### src/rtl/rob_finish_table.sv
// rob_finish_table: ROB-side responder for the FU_ROB finish interface.
// Tracks per-entry valid/finished state and tells commit whether the two
// oldest entries (head, head+1) are ready to retire.
//
// Ports:
//   clk, rst        core clock, asynchronous active-low reset
//   flush           synchronous clear of all entry state (err_spurious kept)
//   alloc_en[1:0]   dispatch allocation per lane, ids alloc_id0/alloc_id1
//   fu_setFinish    per-FU finish strobe, ids packed in fu_id (k*ID_W +: ID_W)
//   head_id         current ROB head
//   commit_pop[1:0] retire head (bit0) and head+1 (bit1, only with bit0)
//   head_finished   {head+1, head} valid & finished
//   pending_cnt     number of entries valid and not yet finished
//   err_spurious    sticky: a finish strobe hit an invalid entry
//
// Optional feature: define FINISH_BYPASS_EN to forward same-cycle finish
// strobes straight onto head_finished (0-cycle finish-to-commit latency).

module rob_finish_table #(
  parameter int unsigned ROB_DEPTH = 32,
  parameter int unsigned ID_W      = 5,
  parameter int unsigned NUM_FU    = 4
) (
  input  logic                   clk,
  input  logic                   rst,
  input  logic                   flush,
  input  logic [1:0]             alloc_en,
  input  logic [ID_W-1:0]        alloc_id0,
  input  logic [ID_W-1:0]        alloc_id1,
  input  logic [NUM_FU-1:0]      fu_setFinish,
  input  logic [NUM_FU*ID_W-1:0] fu_id,
  input  logic [ID_W-1:0]        head_id,
  input  logic [1:0]             commit_pop,
  output logic [1:0]             head_finished,
  output logic [ID_W:0]          pending_cnt,
  output logic                   err_spurious
);

  logic [ROB_DEPTH-1:0] valid_q, valid_d;
  logic [ROB_DEPTH-1:0] fin_q, fin_d;
  logic [ROB_DEPTH-1:0] new_fin;
  logic [ID_W:0]        pending_q, pending_d;
  logic [ID_W:0]        alloc_cnt, fin_cnt;
  logic                 err_q, err_d;
  logic [ID_W-1:0]      head1_id;
  logic [ID_W-1:0]      upd_id;

  // Natural ID_W-bit wrap gives (head_id + 1) mod ROB_DEPTH.
  assign head1_id = head_id + ID_W'(1);

  always_comb begin
    valid_d   = valid_q;
    fin_d     = fin_q;
    new_fin   = '0;
    err_d     = err_q;
    alloc_cnt = '0;
    fin_cnt   = '0;
    upd_id    = '0;

    // Finishes are judged against the current (old) valid bits.
    for (int unsigned k = 0; k < NUM_FU; k++) begin
      upd_id = fu_id[k*ID_W +: ID_W];
      if (fu_setFinish[k]) begin
        if (valid_q[upd_id]) begin
          // Mask, not counter: duplicate strobes to one id count once.
          if (!fin_q[upd_id]) new_fin[upd_id] = 1'b1;
          fin_d[upd_id] = 1'b1;
        end else begin
          err_d = 1'b1;
        end
      end
    end

    // Popped entries are already finished, so they never touch the count.
    if (commit_pop[0]) begin
      valid_d[head_id] = 1'b0;
      fin_d[head_id]   = 1'b0;
      if (commit_pop[1]) begin
        valid_d[head1_id] = 1'b0;
        fin_d[head1_id]   = 1'b0;
      end
    end

    // Allocation overrides both a same-cycle finish and a same-cycle pop.
    if (alloc_en[0]) begin
      valid_d[alloc_id0] = 1'b1;
      fin_d[alloc_id0]   = 1'b0;
      new_fin[alloc_id0] = 1'b0;
      alloc_cnt          = alloc_cnt + (ID_W+1)'(1);
    end
    if (alloc_en[1]) begin
      valid_d[alloc_id1] = 1'b1;
      fin_d[alloc_id1]   = 1'b0;
      new_fin[alloc_id1] = 1'b0;
      alloc_cnt          = alloc_cnt + (ID_W+1)'(1);
    end

    for (int unsigned i = 0; i < ROB_DEPTH; i++) begin
      fin_cnt = fin_cnt + {{ID_W{1'b0}}, new_fin[i]};
    end

    pending_d = pending_q + alloc_cnt - fin_cnt;

    if (flush) begin
      valid_d   = '0;
      fin_d     = '0;
      pending_d = '0;
      err_d     = err_q;
    end
  end

  always_ff @(posedge clk or negedge rst) begin
    if (!rst) begin
      valid_q   <= '0;
      fin_q     <= '0;
      pending_q <= '0;
      err_q     <= 1'b0;
    end else begin
      valid_q   <= valid_d;
      fin_q     <= fin_d;
      pending_q <= pending_d;
      err_q     <= err_d;
    end
  end

`ifdef FINISH_BYPASS_EN
  logic [ID_W-1:0] byp_id;

  always_comb begin
    head_finished[0] = valid_q[head_id] & fin_q[head_id];
    head_finished[1] = valid_q[head1_id] & fin_q[head1_id];
    byp_id           = '0;
    for (int unsigned k = 0; k < NUM_FU; k++) begin
      byp_id = fu_id[k*ID_W +: ID_W];
      if (fu_setFinish[k] && (byp_id == head_id) && valid_q[head_id]) begin
        head_finished[0] = 1'b1;
      end
      if (fu_setFinish[k] && (byp_id == head1_id) && valid_q[head1_id]) begin
        head_finished[1] = 1'b1;
      end
    end
    if (flush) head_finished = 2'b00;
  end
`else
  always_comb begin
    head_finished[0] = valid_q[head_id] & fin_q[head_id];
    head_finished[1] = valid_q[head1_id] & fin_q[head1_id];
  end
`endif

  assign pending_cnt  = pending_q;
  assign err_spurious = err_q;

endmodule

### config.mk
export PLATFORM = sky130hd
export DESIGN_NAME = rob_finish_table
export DESIGN_NICKNAME = d
export VERILOG_FILES = /design/src/rtl/rob_finish_table.sv
export SDC_FILE = /design/constraint.sdc
export NUM_CORES = 1
export LEC_CHECK = 0
export CORE_AREA = 2 2 172 208
export CTS_CLUSTER_SIZE = 10
export DETAILED_ROUTE_END_ITERATION = 8
export DIE_AREA = 0 0 174 210
export GPL_ROUTABILITY_DRIVEN = 1
export GPL_TIMING_DRIVEN = 1
export SETUP_SLACK_MARGIN = 0.15
export SKIP_CTS_REPAIR_TIMING = 1
export SYNTH_ARGS = -nofsm -noshare
export SYNTH_HDL_FRONTEND = slang
export SYNTH_SLANG_ARGS = --single-unit
### constraint.sdc
create_clock -name clk -period 13.5 [get_ports clk]
set_clock_uncertainty 0.05 [all_clocks]
set_input_delay 2.7 -clock clk [delete_from_list [all_inputs] [get_ports clk]]
set_output_delay 2.7 -clock clk [all_outputs]
set_load 0.02 [all_outputs]
# [After elaboration in Yosys (flattened, before gate mapping)]
# Cells that the tools add are included.
[classes] order_cmp=16 n_reduce_logical=8 n_mux=83 n_mul=0 eq_ne=0 div=0 add_sub_neg=35 n_shift=0 n_bitwise=23
[op_table] cell="2-to-1 mux 32 bit" count=32
[op_table] cell="OR 32 bit" count=9
[op_table] cell="bitwise AND 32 bit" count=8
[op_table] cell="adder 6 x 1 -> 6 bit" count=26
[op_table] cell="inverter 32 bit" count=4
[op_table] cell="binary-select mux 1 bit (select 5 bit)" count=12
[op_table] cell="< comparator 5 x 6 -> 1 bit (second input constant)" count=8
[op_table] cell="demux 1 bit (select 5 bit)" count=8
[op_table] cell=">= comparator 5 x 1 -> 1 bit (second input constant)" count=8
[op_table] cell="2-to-1 mux 1 bit" count=29
[op_table] cell="2-to-1 mux 6 bit" count=2
[op_table] cell="logical AND 1 bit" count=8
[op_table] cell="adder 5 x 1 -> 6 bit" count=1
[op_table] cell="adder 6 x 1 -> 6 bit (second input constant)" count=1
[op_table] cell="adder 6 bit" count=1
[op_table] cell="subtractor 6 bit" count=1
[op_table] cell="adder 4 x 1 -> 5 bit" count=1
[op_table] cell="adder 5 x 1 -> 5 bit (second input constant)" count=1
[op_table] cell="adder 3 x 1 -> 4 bit" count=1
[op_table] cell="adder 2 x 1 -> 3 bit" count=1
[op_table] cell="adder 1 x 1 -> 2 bit" count=1
[op_table] cell="bitwise AND 1 bit" count=2
[word_totals] output_inout_bits=9 memories=0 elab_cells=169 register_bits=71 mem_bits_rw=0 mem_bits_ro=0 latchBits=0

# [Longest topological paths before layout]
[depth] word_depth=56 depth_mapped=28 ltp_nobuf=24

# [Least setup slack after synthesis]
# Ideal clock, no wire load.
[synth_timing] path_kind="input -> register" start="in fu_id[1]" end="reg pending_q[5] (netlist: pending_cnt[5])" setup_ns=0.132 n_path_buf=4 path_stages=26 t_required_ns=13.318 arrival_ns=9.076 path_slack_ns=4.242 cell_sequence="buf_6 buf_6 buf_2 buf_2 mux2i_1 o22ai_1 o31a_1 a21oi_1 nand2_1 o22ai_1 o21ai_1 fa_1 ha_1 fa_1 inv_1 fa_1 inv_1 fa_1 fa_1 fa_1 fa_1 ha_1 a21o_1 a21oi_1 xnor2_1 nor2_1"
[synth_between] elab_chain_cells=56 word_cells_on_any_way=61 classes_between="add/sub (32); order compare (2); mux (21); bitwise (5); reduce/logical (1)"
[synth_rtl] item="start, declared" line_no="31" rtl="input logic [NUM_FU*ID_W-1:0] fu_id,"
[synth_rtl] item="< comparator 5 x 6 -> 1 bit (not written as such) / >= comparator 5 x 1 -> 1 bit (equally long branches)" line_no="66" rtl="if (!fin_q[upd_id]) new_fin[upd_id] = 1'b1;"
[synth_rtl] item="logical AND 1 bit (not written as such)" line_no="66"
[synth_rtl] item="2-to-1 mux 1 bit (not written as such)" line_no="66"
[synth_rtl] item="demux 1 bit (select 5 bit)" line_no="66"
[synth_rtl] item="2-to-1 mux 32 bit" line_no="66"
[synth_rtl] item="2-to-1 mux 32 bit (*)" line_no="64" rtl="if (valid_q[upd_id]) begin"
[synth_rtl] item="2-to-1 mux 32 bit (*)" line_no="63" rtl="if (fu_setFinish[k]) begin"
[synth_rtl] item="OR 32 bit (no line)"
[synth_rtl] item="(+17 left out)"
[synth_rtl] item="adder 3 x 1 -> 4 bit" line_no="99" rtl="fin_cnt = fin_cnt + {{ID_W{1'b0}}, new_fin[i]};"
[synth_rtl] item="adder 4 x 1 -> 5 bit" line_no="99"
[synth_rtl] item="adder 5 x 1 -> 6 bit" line_no="99"
[synth_rtl] item="adder 6 x 1 -> 6 bit (25 in a row)" line_no="99"
[synth_rtl] item="adder 6 x 1 -> 6 bit (*)" line_no="99"
[synth_rtl] item="subtractor 6 bit (*)" line_no="102" rtl="pending_d = pending_q + alloc_cnt - fin_cnt;"
[synth_rtl] item="2-to-1 mux 6 bit (*)" line_no="104" rtl="if (flush) begin"
[synth_rtl] item="named net pending_d[5]" line_no="42" rtl="logic [ID_W:0] pending_q, pending_d;"
[synth_rtl] item="end signal, assigned" line_no="121" rtl="pending_q <= pending_d;"
[synth_rtl] item="end, declared" line_no="42"
# The timed path passes the listed nets; every way through them passes the cells marked *. The select of a mux whose other input is x is not followed.
# A chain may end at the register's enable or synchronous reset.

# [Final worst setup path]
[layout_timing] start="in fu_id[14]" end="reg pending_q[5] (netlist: pending_cnt[5])"
[layout_between] elab_chain_cells=49 word_cells_on_any_way=54 classes_between="add/sub (32); order compare (2); mux (15); bitwise (4); reduce/logical (1)"
[layout_rtl] item="< comparator 5 x 6 -> 1 bit (not written as such) / >= comparator 5 x 1 -> 1 bit (equally long branches)" line_no="66"
[layout_rtl] item="logical AND 1 bit (not written as such)" line_no="66"
[layout_rtl] item="2-to-1 mux 1 bit (not written as such)" line_no="66"
[layout_rtl] item="demux 1 bit (select 5 bit)" line_no="66"
[layout_rtl] item="OR 32 bit (no line)"
[layout_rtl] item="2-to-1 mux 32 bit" line_no="66"
[layout_rtl] item="2-to-1 mux 32 bit (*)" line_no="64"
[layout_rtl] item="2-to-1 mux 32 bit (*)" line_no="63"
[layout_rtl] item="(+10 left out)"
[layout_rtl] item="adder 3 x 1 -> 4 bit" line_no="99"
[layout_rtl] item="adder 4 x 1 -> 5 bit" line_no="99"
[layout_rtl] item="adder 5 x 1 -> 6 bit" line_no="99"
[layout_rtl] item="adder 6 x 1 -> 6 bit (25 in a row)" line_no="99"
[layout_rtl] item="adder 6 x 1 -> 6 bit (*)" line_no="99"
[layout_rtl] item="subtractor 6 bit (*)" line_no="102"
[layout_rtl] item="2-to-1 mux 6 bit (*)" line_no="104"
[layout_rtl] item="named net pending_d[5]" line_no="42"
# Marked as above.

==> metrics.md <==
| Metric | Value |
|---|---|
| Sequential element share of the synthesized area | `17.37%` |
| Library cells used by synthesis | `75` |
| Antenna-violating nets left | `0` |
| Crit share post-route | `76.56%` |
| Die span in y | `210 um` |
| Crit path launch | `fu_id[14]` |
| Leakage | `4.302 nW` |
| Logic pwr share | `49.8%` |
| Slowest Stage Delay on Critical Path | `0.95 ns` |
| Post-route DRC violation count | `0` |
| RSZ-0062 raised after global routing | `false` |
| Area Growth Syn to Fin | `10.85%` |
| DR WL/cell | `31.17 um` |
| Critical path's slowest cell | `clkdlybuf4s50_1` |
| Placed instance count | `1654` |
| Max Cap Viol | `0` |
| Ys flop type | `dfrtp_1` |
| Largest cells by area after synthesis | `dfrtp_1 17%, mux4_2 11%, fa_1 5.9%` |
| Critical path class | `input pin to register` |
| Layout fillers | `3668` |
| WL final | `52080 um` |
| Fin. Hold Viols | `0` |
| CTS tree | `done` |
| Vias in the first global route | `10630` |
| Setup crit end kind | `register` |
| Pins Over Slew Limit | `0` |
| DR vias | `11270` |
| Grt ovf | `0` |
| Max frequency | `96.75 MHz` |
| Avg Inst Size Synth | `8.447 um2` |
| DP HPWL | `38390 um` |
| Post-synth top area cell | `dfrtp_1` |
| Full die area | `0.03654 mm2` |
| Sequential power share | `25.6%` |
| Vias per cell | `6.746` |
| Initial antenna violation count | `0` |
| Hold path start | `err_spurious` |
| Critical path arrival | `10.49 ns` |
| Crit path max-delay family | `adder cells` |
| Final setup viols | `0` |
| P per Cell Area | `85.74 mW/mm2` |
| Post-synth EDFFs | `0` |
| Hold Slack | `0.5058 ns` |
| RR Startpoint | `fin_q[25]` |
| Skew-Pair Late Insertion Delay | `0.35 ns` |
| Post-Syn Area | `0.01023 mm2` |
| Maximum vdd drop | `0.1698 mV` |
| Most frequent cells in the layout | `147 x nand2_1, 71 x dfrtp_1, 70 x nor2_1` |
| Port Buffers | `54` |
| Cell mode on critical path | `fa_1` |
| Synth top area share | `17.37%` |
| Mapped Nets | `1322` |
| Setup tns final | `0 ns` |
| Clock transition at path regs | `0.07 ns` |
| Row count | `75` |
| Crit-path max FO | `20` |
| CTS Sinks | `71` |
| Starting density of the core | `29.62%` |
| P_sw | `0.4025 mW` |
| Post-Layout Cell Count | `1671` |
| H-tree Lvls | `3` |
| Worst path bufs/invs | `3` |
| Max clock buf depth | `2` |
| Synthesis-stage register bit count | `71` |
| # IOs | `55` |
| Largest net degree at the start of global routing | `72` |
| GPL Wtd Cong | `1.051` |
| Layout net count | `1314` |
| Total GRT Usage | `28.10%` |
| Drt pass-1 iters | `6` |
| Detailed Route Iter0 Violations | `1911` |
| Switching Share | `41.39%` |
| CP cell instances | `clkdlybuf4s50_1, nand2b_1, o32ai_1, mux2_2, a211oi_1, nand3_1, o22ai_1, o21ai_1, fa_1, ha_1, fa_1, inv_1, fa_1, inv_1, fa_1, fa_1, fa_1, fa_1, ha_1, a21o_1, a21oi_1, xnor2_1, nor2_1` |
| Ratio of cells with drive above 1 in the final layout | `10.26%` |
| WP data required | `13.66 ns` |
| Core ar. | `0.03453 mm2` |
| Int Power | `0.5698 mW` |
| Status | `finished clean` |
| YS warnings | `0` |
| First-pass GRT wire length | `75120 um` |
| Max_slew headroom | `26.91%` |
| Cts bufs inserted | `9` |
| Least-Margin Pin Slew | `1.094 ns` |
| Tmin final | `10.34 ns` |
| Most common cell after layout, fill and taps aside | `nand2_1` |
| Total Power Consumption | `0.9723 mW` |
| Post-Syn Instances | `1211` |
| Worst hold-check path type | `register to register` |
| Async S/R FF share, synth | `100.0%` |
| CTS root buf | `clkbuf_16` |
| Startpoint types | `input pin` |
| Final instance area | `0.01134 mm2` |
| Area after DPL | `0.01105 mm2` |
| Die W | `174 um` |
| Clock group share of total power | `24.5%` |
[metal layers]
metal  vias to the layer above  part of all wire, %  routed length (um)  global-route usage (%)
met5                         -                    0                   0                  0.5376
met4                         0                  9.1                4714                   21.56
met3                       219                  9.8                5091                   5.069
met2                       880                   43               22400                   41.64
met1                      5528                   38               19880                   36.30
li1                       4646                    -                   -                       -
[cell type report]
class	count	area, um2	share of cell area (%)
Multi-Input combinational cell	987	7784	68.64
Sequential cell	71	1777	15.67
Timing Repair Buffer	80	713.2	6.289
Tap cell	462	578.1	5.098
Clock buffer	10	239.0	2.107
Inverter	54	202.7	1.787
Clock inverter	6	43.79	0.3862
Antenna cell	1	2.502	0.02207
[worst min-delay path, stage by stage (launching register included)]
cell and delay (ns):
dfrtp_1 0.40, inv_1 0.07, a32oi_1 0.05
[kinds of logic after synthesis]
logic type                 Yosys count  synth area share [%]
DFF                                 71                 17.37
buffers and inverters              153                 6.641
and+or+nand+nor                    409                 20.58
muxes                              117                 17.73
AOI/OAI and AO/OA                  384                 26.48
adders and majority gates           66                 10.25
xor gates and xnor gates            11                0.9418
[sequential cells by signal, indices dropped and copies added, names as in the netlist]
name / flops
err_spurious: 1
fin_q: 32
pending_cnt: 6
valid_q: 32
[worst paths after layout]
| path | to | slack [ns] | cells after the start |
|---|---|---|---|
| min in group asynchronous | pending_cnt[1] | 2.44 | 1 |
| max in group asynchronous | valid_q[9] | 10.31 | 1 |
| hold reg to reg | err_spurious | 0.51 | 2 |
| setup reg to reg | pending_cnt[5] | 5.86 | 22 |
| hold / removal | err_spurious | 0.51 | 2 |
| setup / recovery | pending_cnt[5] | 3.16 | 23 |
[Yosys cell counts (10+ instances only)]
cell type	n
o22ai_1	59
nand2_1	147
nand3_1	35
o21ai_1	23
a21oi_1	48
mux4_2	50
a211oi_1	10
a22o_1	30
nor2_1	70
o221ai_1	24
dfrtp_1	71
o2bb2ai_1	13
nor3_1	12
mux2_2	12
buf_1	12
buf_2	17
o32ai_1	13
o211ai_1	14
mux2i_1	53
a22oi_1	30
inv_1	54
o21ai_0	44
and3_1	38
ha_1	35
nor3b_1	14
fa_1	30
clkbuf_1	56
nor2b_1	25
a221oi_1	25
[power groups by stage]
stage / registers (mW) / clock network, mW / logic, mW
after detailed placement: 0.252 / 0 / 0.486
final: 0.249 / 0.239 / 0.485
after global routing: 0.249 / 0.246 / 0.550
after CTS: 0.248 / 0.238 / 0.490
after floorplan: 0.249 / 0 / 0.337
after global placement: 0.252 / 0 / 0.485
[stage by stage]
step                setup slack, ns  utilization, %
CTS                           3.284           32.83
finish                        3.164           32.84
global placement              2.951           32.01
global route                  2.777           32.83
floorplan                     4.242               -
detailed placement            2.915           32.01
Note: power is estimated with default switching activity, not from simulation.
